[src/rtl/fetch_unit.sv]
// Instruction-fetch stage: owns PCF, the IF/ID register and the imem request port.
// Honours hazard-unit stalls, decode redirects and a variable-latency instruction memory.
module fetch_unit #(
    parameter logic [31:0] RESET_PC  = 32'h0000_0000,
    parameter logic [31:0] NOP_INSTR = 32'h0000_0000
) (
    input  logic        clk,
    input  logic        rst,
    input  logic        StallF,
    input  logic        StallD,
    input  logic        PCSrcD,
    input  logic [31:0] PCBranchD,
    input  logic        JumpD,
    input  logic [31:0] PCJumpD,
    output logic        ImemReq,
    output logic [31:0] ImemAddr,
    input  logic [31:0] ImemRdata,
    input  logic        ImemValid,
    output logic [31:0] InstrD,
    output logic [31:0] PCPlus4D,
    output logic        ValidD,
    output logic        FetchStallF
);

    // S_DONE: word handed to decode under StallF, PCF not yet advanced, no request outstanding.
    localparam logic [1:0] S_IDLE = 2'd0;
    localparam logic [1:0] S_WAIT = 2'd1;
    localparam logic [1:0] S_HELD = 2'd2;
    localparam logic [1:0] S_DONE = 2'd3;

    logic [1:0]  state_q, state_d;
    logic [31:0] pcf_q, pcf_d;
    logic [31:0] instr_q, instr_d;
    logic [31:0] pc4_q, pc4_d;
    logic        valid_q, valid_d;
    logic        kill_q, kill_d;
    logic        redir_pend_q, redir_pend_d;
    logic [31:0] redir_pc_q, redir_pc_d;
    logic [31:0] buf_q, buf_d;

    logic        in_wait_s;
    logic        word_avail_s;
    logic [31:0] word_s;
    logic        redir_take_s;
    logic [31:0] redir_tgt_s;
    logic        in_flight_s;
    logic [31:0] pc_plus4_s;

    assign in_wait_s    = (state_q == S_WAIT);
    assign word_avail_s = (in_wait_s & ImemValid & ~kill_q) | (state_q == S_HELD);
    assign word_s       = (state_q == S_HELD) ? buf_q : ImemRdata;
    assign redir_take_s = ~StallD & (PCSrcD | JumpD);
    assign redir_tgt_s  = PCSrcD ? PCBranchD : PCJumpD;
    assign in_flight_s  = in_wait_s & ~ImemValid;
    assign pc_plus4_s   = pcf_q + 32'd4;

    // Next-state for PC, fetch FSM, kill tracking and IF/ID.
    always_comb begin
        state_d      = state_q;
        pcf_d        = pcf_q;
        instr_d      = instr_q;
        pc4_d        = pc4_q;
        valid_d      = valid_q;
        kill_d       = kill_q;
        redir_pend_d = redir_pend_q;
        redir_pc_d   = redir_pc_q;
        buf_d        = buf_q;

        case (state_q)
            S_IDLE: state_d = S_WAIT;
            S_WAIT: begin
                if (kill_q && ImemValid) begin
                    kill_d       = 1'b0;
                    redir_pend_d = 1'b0;
                    pcf_d        = redir_pc_q;
                end else begin
                    kill_d = kill_q;
                end
            end
            S_HELD:  state_d = S_HELD;
            S_DONE:  state_d = S_DONE;
            default: state_d = S_IDLE;
        endcase

        if (redir_take_s) begin
            instr_d = NOP_INSTR;
            pc4_d   = 32'h0000_0000;
            valid_d = 1'b0;
            // Address must stay stable while the old request is outstanding.
            if (in_flight_s) begin
                kill_d       = 1'b1;
                redir_pc_d   = redir_tgt_s;
                redir_pend_d = 1'b1;
            end else begin
                pcf_d        = redir_tgt_s;
                state_d      = S_WAIT;
                kill_d       = 1'b0;
                redir_pend_d = 1'b0;
            end
        end else if (word_avail_s) begin
            if (!StallD) begin
                instr_d = word_s;
                pc4_d   = pc_plus4_s;
                valid_d = 1'b1;
                if (StallF) begin
                    state_d = S_DONE;
                end else begin
                    pcf_d   = pc_plus4_s;
                    state_d = S_WAIT;
                end
            end else if (in_wait_s) begin
                state_d = S_HELD;
                buf_d   = ImemRdata;
            end else begin
                state_d = S_HELD;
            end
        end else begin
            if ((state_q == S_DONE) && !StallF) begin
                pcf_d   = pc_plus4_s;
                state_d = S_WAIT;
            end else begin
                pcf_d = pcf_d;
            end
            if (!StallD) begin
                instr_d = NOP_INSTR;
                pc4_d   = 32'h0000_0000;
                valid_d = 1'b0;
            end else begin
                valid_d = valid_q;
            end
        end
    end

    // State registers with asynchronous reset.
    always_ff @(posedge clk or posedge rst) begin
        if (rst) begin
            state_q      <= S_IDLE;
            pcf_q        <= RESET_PC;
            instr_q      <= NOP_INSTR;
            pc4_q        <= 32'h0000_0000;
            valid_q      <= 1'b0;
            kill_q       <= 1'b0;
            redir_pend_q <= 1'b0;
            redir_pc_q   <= 32'h0000_0000;
            buf_q        <= 32'h0000_0000;
        end else begin
            state_q      <= state_d;
            pcf_q        <= pcf_d;
            instr_q      <= instr_d;
            pc4_q        <= pc4_d;
            valid_q      <= valid_d;
            kill_q       <= kill_d;
            redir_pend_q <= redir_pend_d;
            redir_pc_q   <= redir_pc_d;
            buf_q        <= buf_d;
        end
    end

    assign ImemReq     = in_wait_s;
    assign ImemAddr    = pcf_q;
    assign InstrD      = instr_q;
    assign PCPlus4D    = pc4_q;
    assign ValidD      = valid_q;
    assign FetchStallF = (in_wait_s & (~ImemValid | kill_q)) | (state_q == S_IDLE);

endmodule
[config.mk]
export PLATFORM = sky130hd
export DESIGN_NAME = fetch_unit
export DESIGN_NICKNAME = d
export VERILOG_FILES = /design/src/rtl/fetch_unit.sv
export SDC_FILE = /design/constraint.sdc
export NUM_CORES = 1
export LEC_CHECK = 0
export CORE_AREA = 2 2 126 128
export DETAILED_ROUTE_END_ITERATION = 8
export DIE_AREA = 0 0 128 130
export PLACE_DENSITY = 0.94
export SYNTH_ARGS = -nofsm -noshare
export SYNTH_HDL_FRONTEND = slang
export SYNTH_SLANG_ARGS = --single-unit
[constraint.sdc]
create_clock -name clk -period 13.7 [get_ports clk]
set_clock_uncertainty 0.2 [all_clocks]
set_input_delay 2.74 -clock clk [delete_from_list [all_inputs] [get_ports clk]]
set_output_delay 2.74 -clock clk [all_outputs]
set_load 0.005 [all_outputs]
======== Yosys cells after proc, flatten, opt, wreduce, memory -nomap -nowiden ========
Index checks and enable logic that the tools add are counted.
operators by class
  $add $sub $neg .......................... 1
  reductions and logical operators ........ 9
  muxes and demuxes ....................... 32
  bitwise gates (word level) .............. 13
  eq/ne operators ......................... 4
operators with widths
  kind                   count
  $mux 32                17
  $add 32x3->32 const B  1
  $mux 2                 6
  $mux 1                 8
  $pmux 2 s3             1
  $and 1x1->1            5
  $eq 2x2->1 const B     2
  $not 1->1              4
  $or 1x1->1             4
  $reduce_and 2->1       2
  $reduce_and 4->1       1
  $reduce_bool 2->1      2
  $eq 2x1->1 const B     1
  $logic_and 1x1->1      2
  $logic_not 2->1        1
  $ne 2x1->1 const B     1
  $logic_not 1->1        1
storage, ports and cells
  flip-flop bits (word level) ............. 164
  input bits .............................. 103

======== Depth between registers and ports, before layout ========
Gate-level depths: netlist of run 1.
  depth in word-level cells ............... 7
  depth in mapped cells ................... 9

======== Least setup slack after synthesis of run 1 ========
Ideal clock, no wire load.
  path kind ............................... in2out
  from .................................... input ImemValid
  to ...................................... output FetchStallF
  slack ................................... 7.670 ns
  stages .................................. 2
  data required time ...................... 10.760 ns
  data arrival time ....................... 3.090 ns
  cell sequence ........................... nor2b_1 > a21oi_1
between the ends
  cells in the longest elaborated chain, start to end .. 4
ends and longest elaborated chain
  element             RTL line  text
  start: declaration  18        input logic ImemValid,
  $not 1->1           164       assign FetchStallF = (in_wait_s & (~ImemValid | kill_q)) | (state_q == S_IDLE);
  $or 1x1->1          164
  $and 1x1->1         164
  $or 1x1->1          164
  end: declaration    22        output logic FetchStallF
No other way between the ends.

======== Worst setup path after layout of run 1 ========
Same ends and word-level chain as after synthesis.

==> impl_results.md, run 1 <==
- Outcome: finished, final reports clean
- Final setup vio count: 0
- YS warnings: 0
- Fmax: 138 MHz
- Pins Over Slew Limit: 0
- Drt drc: 0
- Ys flop type: dfrtp_1
- Ys async rst share: 100%
- Cell depth of the worst setup path: 4
- Site row count: 46
- Cells after Synth: 745
- Synth top area share: 52.0%
- Flop pwr share: 44.4%
- Buffers added on ports: 201
- Peak VDD IR: 0.0721 mV
- Post-DRT Antenna Nets: 0
- Postcts setup bufs: 0
- Worst Max-Slew Pin Slew: 1200 ps
- TNS Setup: 0 ps
- Antenna cells: 0
- First-pass GRT wire length: 33000 microns
- Worst skew pair latency: 420 ps
- Setup crit end: FetchStallF
- Register area share after synthesis: 52.0%
- Finished Core Util: 68.1%
- PnR Total Power: 1.60 mW
- P_int: 1.11 mW
- GR Overflow Total: 0
- WS Path Type: in -> out
- Worst Path Arrival: 4320 ps
- Finished Layout Cells: 1128
- Placer Congestion: 0.819
- Clock transition at path regs: 60 ps
- Final Hold Vio Count: 0
- Total wire length: 21100 microns
- TritonRoute pass-1 iters: 7
- Synth Area per Inst: 10.6 sq um
- Die X: 128 microns
- CTS HTree Levels: 4
- HPWL after detailed placement: 14200 microns
- Final Cycle Share: 53.0%
- Total of max-cap violations: 0
- Maximum root-to-sink buffer count: 2
- Post-synthesis cell area: 0.00789 sq mm
- Yosys cell types: 53
- Die Y: 130 microns
- Min Tclk post-route: 7260 ps
- RSZ-0062 raised after global routing: no
- Routed vias/inst: 5.76
- Cell Chain, Critical Path: clkdlybuf4s50_1 > nor2b_1 > a21oi_1 > clkdlybuf4s50_1
- Pwr/cell area: 152 mW/mm^2
- Share of cells above drive strength 1: 10.1%
- P&R area growth vs syn: 33.2%
- Net Sw Frac: 30.7%
- Largest net degree at the start of global routing: 84
- Number of synthesized flops with an enable pin: 0
- GRT Resource Usage Total: 25.6%
- Total CTS buffers: 17
- Crit path from: ImemValid
- Core box area: 0.0154 sq mm
- Leakage: 4.66 nW
- R2R Setup Slk: 10230 ps
- R2R depth: 4
- Initial antenna violation count: 1
- Initial detailed-routing violation count: 456
- Relative slew slack: 20.2%
- Crit path max fanout: 8
- Crit path top cell by count: clkdlybuf4s50_1
- Psw: 490 uW
- Top cells by area, synth: dfrtp_1, mux2i_1, mux2_2
- Synth top cells by count: dfrtp_1, nand2_1, mux2i_1
- Clk network pwr share: 28.0%
- CP top delay family: buffers and inverters
- CP max stage cell: clkdlybuf4s50_1
- Yosys reg bits: 164
- Comb power frac: 27.6%
- Starting Density: 51.2%
- Area leader, netlist: dfrtp_1
- Syn_nets: 849
- Crit end category: output port
- Via count: 6492
- CP bufs+invs: 2
- Placed Cells: 1098
- Routed length per instance: 18.7 microns
- TritonCTS clock tree: yes
- CP Launch Type: primary input
- Final #Nets: 1029
- CTS Hold Buffers Added: 0
- Clock root cell: clkbuf_16
- PostCTS Resize Cnt: 0
- FF-to-FF Start: state_q[0]
- Most frequent cell after synthesis: dfrtp_1
- Die footprint: 0.0166 sq mm
- Critical Path RT: 10760 ps
- RR Endpoint: InstrD[9]
- Hold crit path type: reg -> reg
- Vias in the first global route: 6513
- Largest stage delay on the critical path: 580 ps
- TritonCTS Sinks: 164
- # IOs: 202
[worst register-to-register path, delay by kind of cell (launching register included)]
kind             cells  cell delay [ps]
AND/OR/NAND/NOR      2             1890
flip-flops           1              450
AO/OA/AOI/OAI        2              830
[area by class of cell]
type	count	area [sq um]
Clock buffer	26	499
Fill cell	1164	4920
Sequential cell	164	4100
Inverter	7	31.3
Multi-Input combinational cell	527	3530
Clock inverter	4	47.5
Timing Repair Buffer	208	2050
Tap cell	192	240
[placed cells by master, fill, tap and decap left out, types with 3 or more instances in the layout]
| cell type | instances |
|---|---|
| a31oi_1 | 8 |
| nand4_1 | 10 |
| xor2_1 | 18 |
| mux2_2 | 43 |
| nor3_1 | 5 |
| a221oi_1 | 5 |
| o31ai_1 | 3 |
| o21ai_1 | 39 |
| nor2_1 | 41 |
| o21ai_0 | 25 |
| nand2_1 | 118 |
| o211ai_1 | 3 |
| and2_1 | 6 |
| and4_1 | 3 |
| a2111oi_0 | 3 |
| dfrtp_1 | 164 |
| a22o_1 | 13 |
| clkdlybuf4s50_1 | 199 |
| clkbuf_8 | 4 |
| xnor2_1 | 9 |
| clkbuf_1 | 5 |
| buf_4 | 7 |
| and3_1 | 9 |
| inv_1 | 5 |
| nor4_1 | 4 |
| a21oi_1 | 41 |
| nand3_1 | 11 |
| mux2i_1 | 70 |
| clkbuf_16 | 17 |
| o221ai_1 | 12 |
[worst min path at each step]
| stage | start | endpoint | slack, ps | cells after the start |
|---|---|---|---|---|
| 6_report | InstrD[23] | InstrD[23] | 280 | 2 |
| 5_1_grt | ValidD | ValidD | 300 | 2 |
| 4_1_cts | InstrD[23] | InstrD[23] | 290 | 2 |
| 3_5_place_dp | PCPlus4D[29] | PCPlus4D[29] | 270 | 2 |
| 3_3_place_gp | ValidD | ValidD | 270 | 2 |
| 2_1_floorplan | ValidD | ValidD | 270 | 2 |
[cell families after synthesis]
group | share of synthesized area [%]
AOI/OAI and AO/OA | 12.6
buffers and inverters | 3.38
muxes | 15.0
DFF | 52.0
xor gates and xnor gates | 3.00
adders and majority gates | 0.159
and+or+nand+nor | 13.8
[through the flow]
step,hold WS (ps),setup slack [ps],cell area (sq um)
2_1_floorplan,273,6330,7890
3_3_place_gp,269,6500,9960
3_5_place_dp,270,6460,9960
4_1_cts,291,6450,10500
5_1_grt,303,6360,10500
6_report,284,6440,10500
[state kept, by name (all words and copies together), names as in the netlist]
name,count
ImemAddr,32
InstrD,32
PCPlus4D,32
buf_q,32
redir_pc_q,32
state_q,2
ValidD,1
kill_q,1
[power groups by stage]
stage	logic (mW)	registers (mW)	clock network (mW)
global route	0.478	0.724	0.475
global placement	0.422	0.705	0
finish	0.441	0.710	0.446
detailed placement	0.438	0.714	0
floorplan	0.258	0.687	0
CTS	0.441	0.707	0.454
[layer usage]
layer,part of all wire (%),track usage [%]
met4,1.6,9.83
met5,0,0
met3,7.9,7.54
met1,41,30.7
met2,50,43.9
Power figures use the tool's default switching activity.
==> run 2, diff against run 1 <==
==> config.mk (replaced) <==
export PLATFORM = sky130hd
export DESIGN_NAME = fetch_unit
export DESIGN_NICKNAME = d
export VERILOG_FILES = /design/src/rtl/fetch_unit.sv
export SDC_FILE = /design/constraint.sdc
export NUM_CORES = 1
export LEC_CHECK = 0
export CORE_AREA = 2 2 130 132
export DETAILED_ROUTE_END_ITERATION = 8
export DIE_AREA = 0 0 132 134
export PLACE_DENSITY = 0.89
export SYNTH_ARGS = -nofsm -noshare
export SYNTH_HDL_FRONTEND = slang
export SYNTH_SLANG_ARGS = --single-unit
==> constraint.sdc (replaced) <==
create_clock -name clk -period 7.6 [get_ports clk]
set_clock_uncertainty 0.2 [all_clocks]
set_input_delay 1.52 -clock clk [delete_from_list [all_inputs] [get_ports clk]]
set_output_delay 1.52 -clock clk [all_outputs]
set_load 0.005 [all_outputs]
==> run 2 against run 1 <==
- sequential power grew 80%
- largest power group unchanged
- critical path type unchanged
- via count grew 0.92%
- critical endpoint unchanged
- critical path depth is the same
==> impl_results.md, run 2 (synthesized netlist as in run 1, its figures left out) <==
- # fillers: 1262 (was 1164)
- Leading cell type in the layout, fill and taps excluded: clkdlybuf4s50_1 (unchanged)
- HPWL after detailed placement: 14600 microns (was 14200 microns)
- Placer Congestion: 0.826 (was 0.819)
- Area occupied by multi-input gates: 0.00353 sq mm (about the same)
- Peak VDD IR: 0.164 mV (was 0.0721 mV)
- Cell Chain, Critical Path: clkdlybuf4s50_1 > nor2b_1 > a21oi_1 > clkdlybuf4s50_1 (unchanged)
- Starting Density: 48.4% (was 51.2%)
- Total wire length: 21600 microns (was 21100 microns)
- Worst Path Arrival: 3090 ps (was 4320 ps)
- CP top delay family: buffers and inverters (unchanged)
- Final hold slack: 289 ps (was 284 ps)
- Leakage: 4.67 nW (was 4.66 nW)
- Vias in the first global route: 6810 (was 6513)
- Site row count: 47 (was 46)
- Postcts setup bufs: 0 (unchanged)
- Post-DRT Antenna Nets: 0 (unchanged)
- Final Hold Vio Count: 0 (unchanged)
- Finished Core Util: 64.9% (was 68.1%)
- Maximum root-to-sink buffer count: 2 (unchanged)
- Final setup vio count: 0 (unchanged)
- Share of cells above drive strength 1: 9.96% (was 10.1%)
- Crit path max fanout: 8 (unchanged)
- Initial antenna violation count: 0 (was 1)
- Total CTS buffers: 17 (unchanged)
- Total of max-cap violations: 0 (unchanged)
- Critical Path RT: 5880 ps (was 10760 ps)
- Antenna cells: 0 (unchanged)
- Worst Max-Slew Pin Slew: 1340 ps (was 1200 ps)
- R2R Setup Slk: 4200 ps (was 10230 ps)
- Die footprint: 0.0177 sq mm (was 0.0166 sq mm)
- PostCTS Resize Cnt: 0 (unchanged)
- Pwr/cell area: 279 mW/mm^2 (was 152 mW/mm^2)
- Die Y: 134 microns (was 130 microns)
- TritonCTS Sinks: 164 (unchanged)
- Clock transition at path regs: 60 ps (about the same)
- Min Tclk post-route: 4810 ps
- First-pass GRT wire length: 34900 microns (was 33000 microns)
- TritonRoute pass-1 iters: 5 (was 7)
- Fmax: 208 MHz
- CTS HTree Levels: 4 (unchanged)
- R2R depth: 4 (unchanged)
- GRT Resource Usage Total: 25.0% (was 25.6%)
- Routed vias/inst: 5.68 (was 5.76)
- Worst skew pair latency: 430 ps (was 420 ps)
- Largest stage delay on the critical path: 580 ps (about the same)
- Relative slew slack: 10.8% (was 20.2%)
- Routed length per instance: 18.7 microns (about the same)
- P&R area growth vs syn: 33.9% (was 33.2%)
- CP bufs+invs: 2 (unchanged)
- Final #Nets: 1028 (was 1029)
- RSZ-0062 raised after global routing: no (unchanged)
- Hold crit path type: reg -> reg (unchanged)
- Die X: 132 microns (was 128 microns)
- WS Path Type: in -> out (unchanged)
- Cell depth of the worst setup path: 4 (unchanged)
- # IOs: 202 (unchanged)
- Initial detailed-routing violation count: 502 (was 456)
- Commonest non-fill, non-tap cells in the layout: clkdlybuf4s50_1, dfrtp_1, nand2_1 (unchanged)
- CP Launch Type: primary input (unchanged)
- Core box area: 0.0163 sq mm (was 0.0154 sq mm)
- Largest net degree at the start of global routing: 113 (was 84)
- Final Cycle Share: 63.3%
- Drt drc: 0 (unchanged)
- Pins Over Slew Limit: 0 (unchanged)
- Outcome: finished, final reports clean (unchanged)
- Storage cell area: 0.00410 sq mm (unchanged)
- Buffers added on ports: 201 (unchanged)
- Via count: 6552 (was 6492)
- Hold path cells: 2 (unchanged)
- CP max stage cell: clkdlybuf4s50_1 (unchanged)
- Crit end category: output port (unchanged)
- TNS Setup: 0 ps (unchanged)
- TritonCTS clock tree: yes (unchanged)
- GR Overflow Total: 0 (unchanged)
- CTS Hold Buffers Added: 0 (unchanged)
- Crit path top cell by count: clkdlybuf4s50_1 (unchanged)
- Clock root cell: clkbuf_16 (unchanged)
[run 2: report_power, final]
part / total (mW) / internal (mW) / switching, mW
combinational: 0.801 / 0.435 / 0.367
clock: 0.869 / 0.537 / 0.333
sequential: 1.28 / 1.08 / 0.198
total: 2.95 / 2.05 / 0.898
[run 2: worst paths after layout]
path                              from       endpoint
max                          ImemValid    FetchStallF
max in group asynchronous          rst  redir_pc_q[9]
min                        PCPlus4D[5]    PCPlus4D[5]
max reg2reg                 state_q[0]     InstrD[16]
min reg2reg                PCPlus4D[5]    PCPlus4D[5]
min in group asynchronous          rst      buf_q[12]
[run 2: layout make-up]
| type | count | area share [%] |
|---|---|---|
| clock buffer | 24 | 4.56 |
| multi-input combinational | 527 | 33.4 |
| timing repair buffer | 207 | 19.4 |
| tap | 220 | 2.60 |
| clock inverter | 5 | 0.947 |
| sequential | 164 | 38.8 |
| inverter | 7 | 0.296 |
[run 2: layer usage]
layer,share of wire (%),track usage (%),vias up,wire [microns]
li1,-,-,3011,-
met1,41,30.6,3234,8870
met2,48,41.3,256,10500
met4,2.3,10.3,0,497
met5,0,0,-,0
met3,8.2,7.60,51,1780
[run 2: tightest hold or removal path, cell delays in order (launching register included)]
cell and delay (ps):
dfrtp_1 340, nand2_1 50, o21ai_1 60
[run 2: per-stage QoR]
step,power (mW),instance area [sq um],instances,worst slack [ps]
after floorplan,1.70,7890,745,1450
after CTS,2.96,10600,1154,2780
after detailed placement,2.09,9990,1125,2740
after global routing,3.09,10600,1154,2650
final,2.95,10600,1154,2790
after global placement,2.04,9990,1125,2840
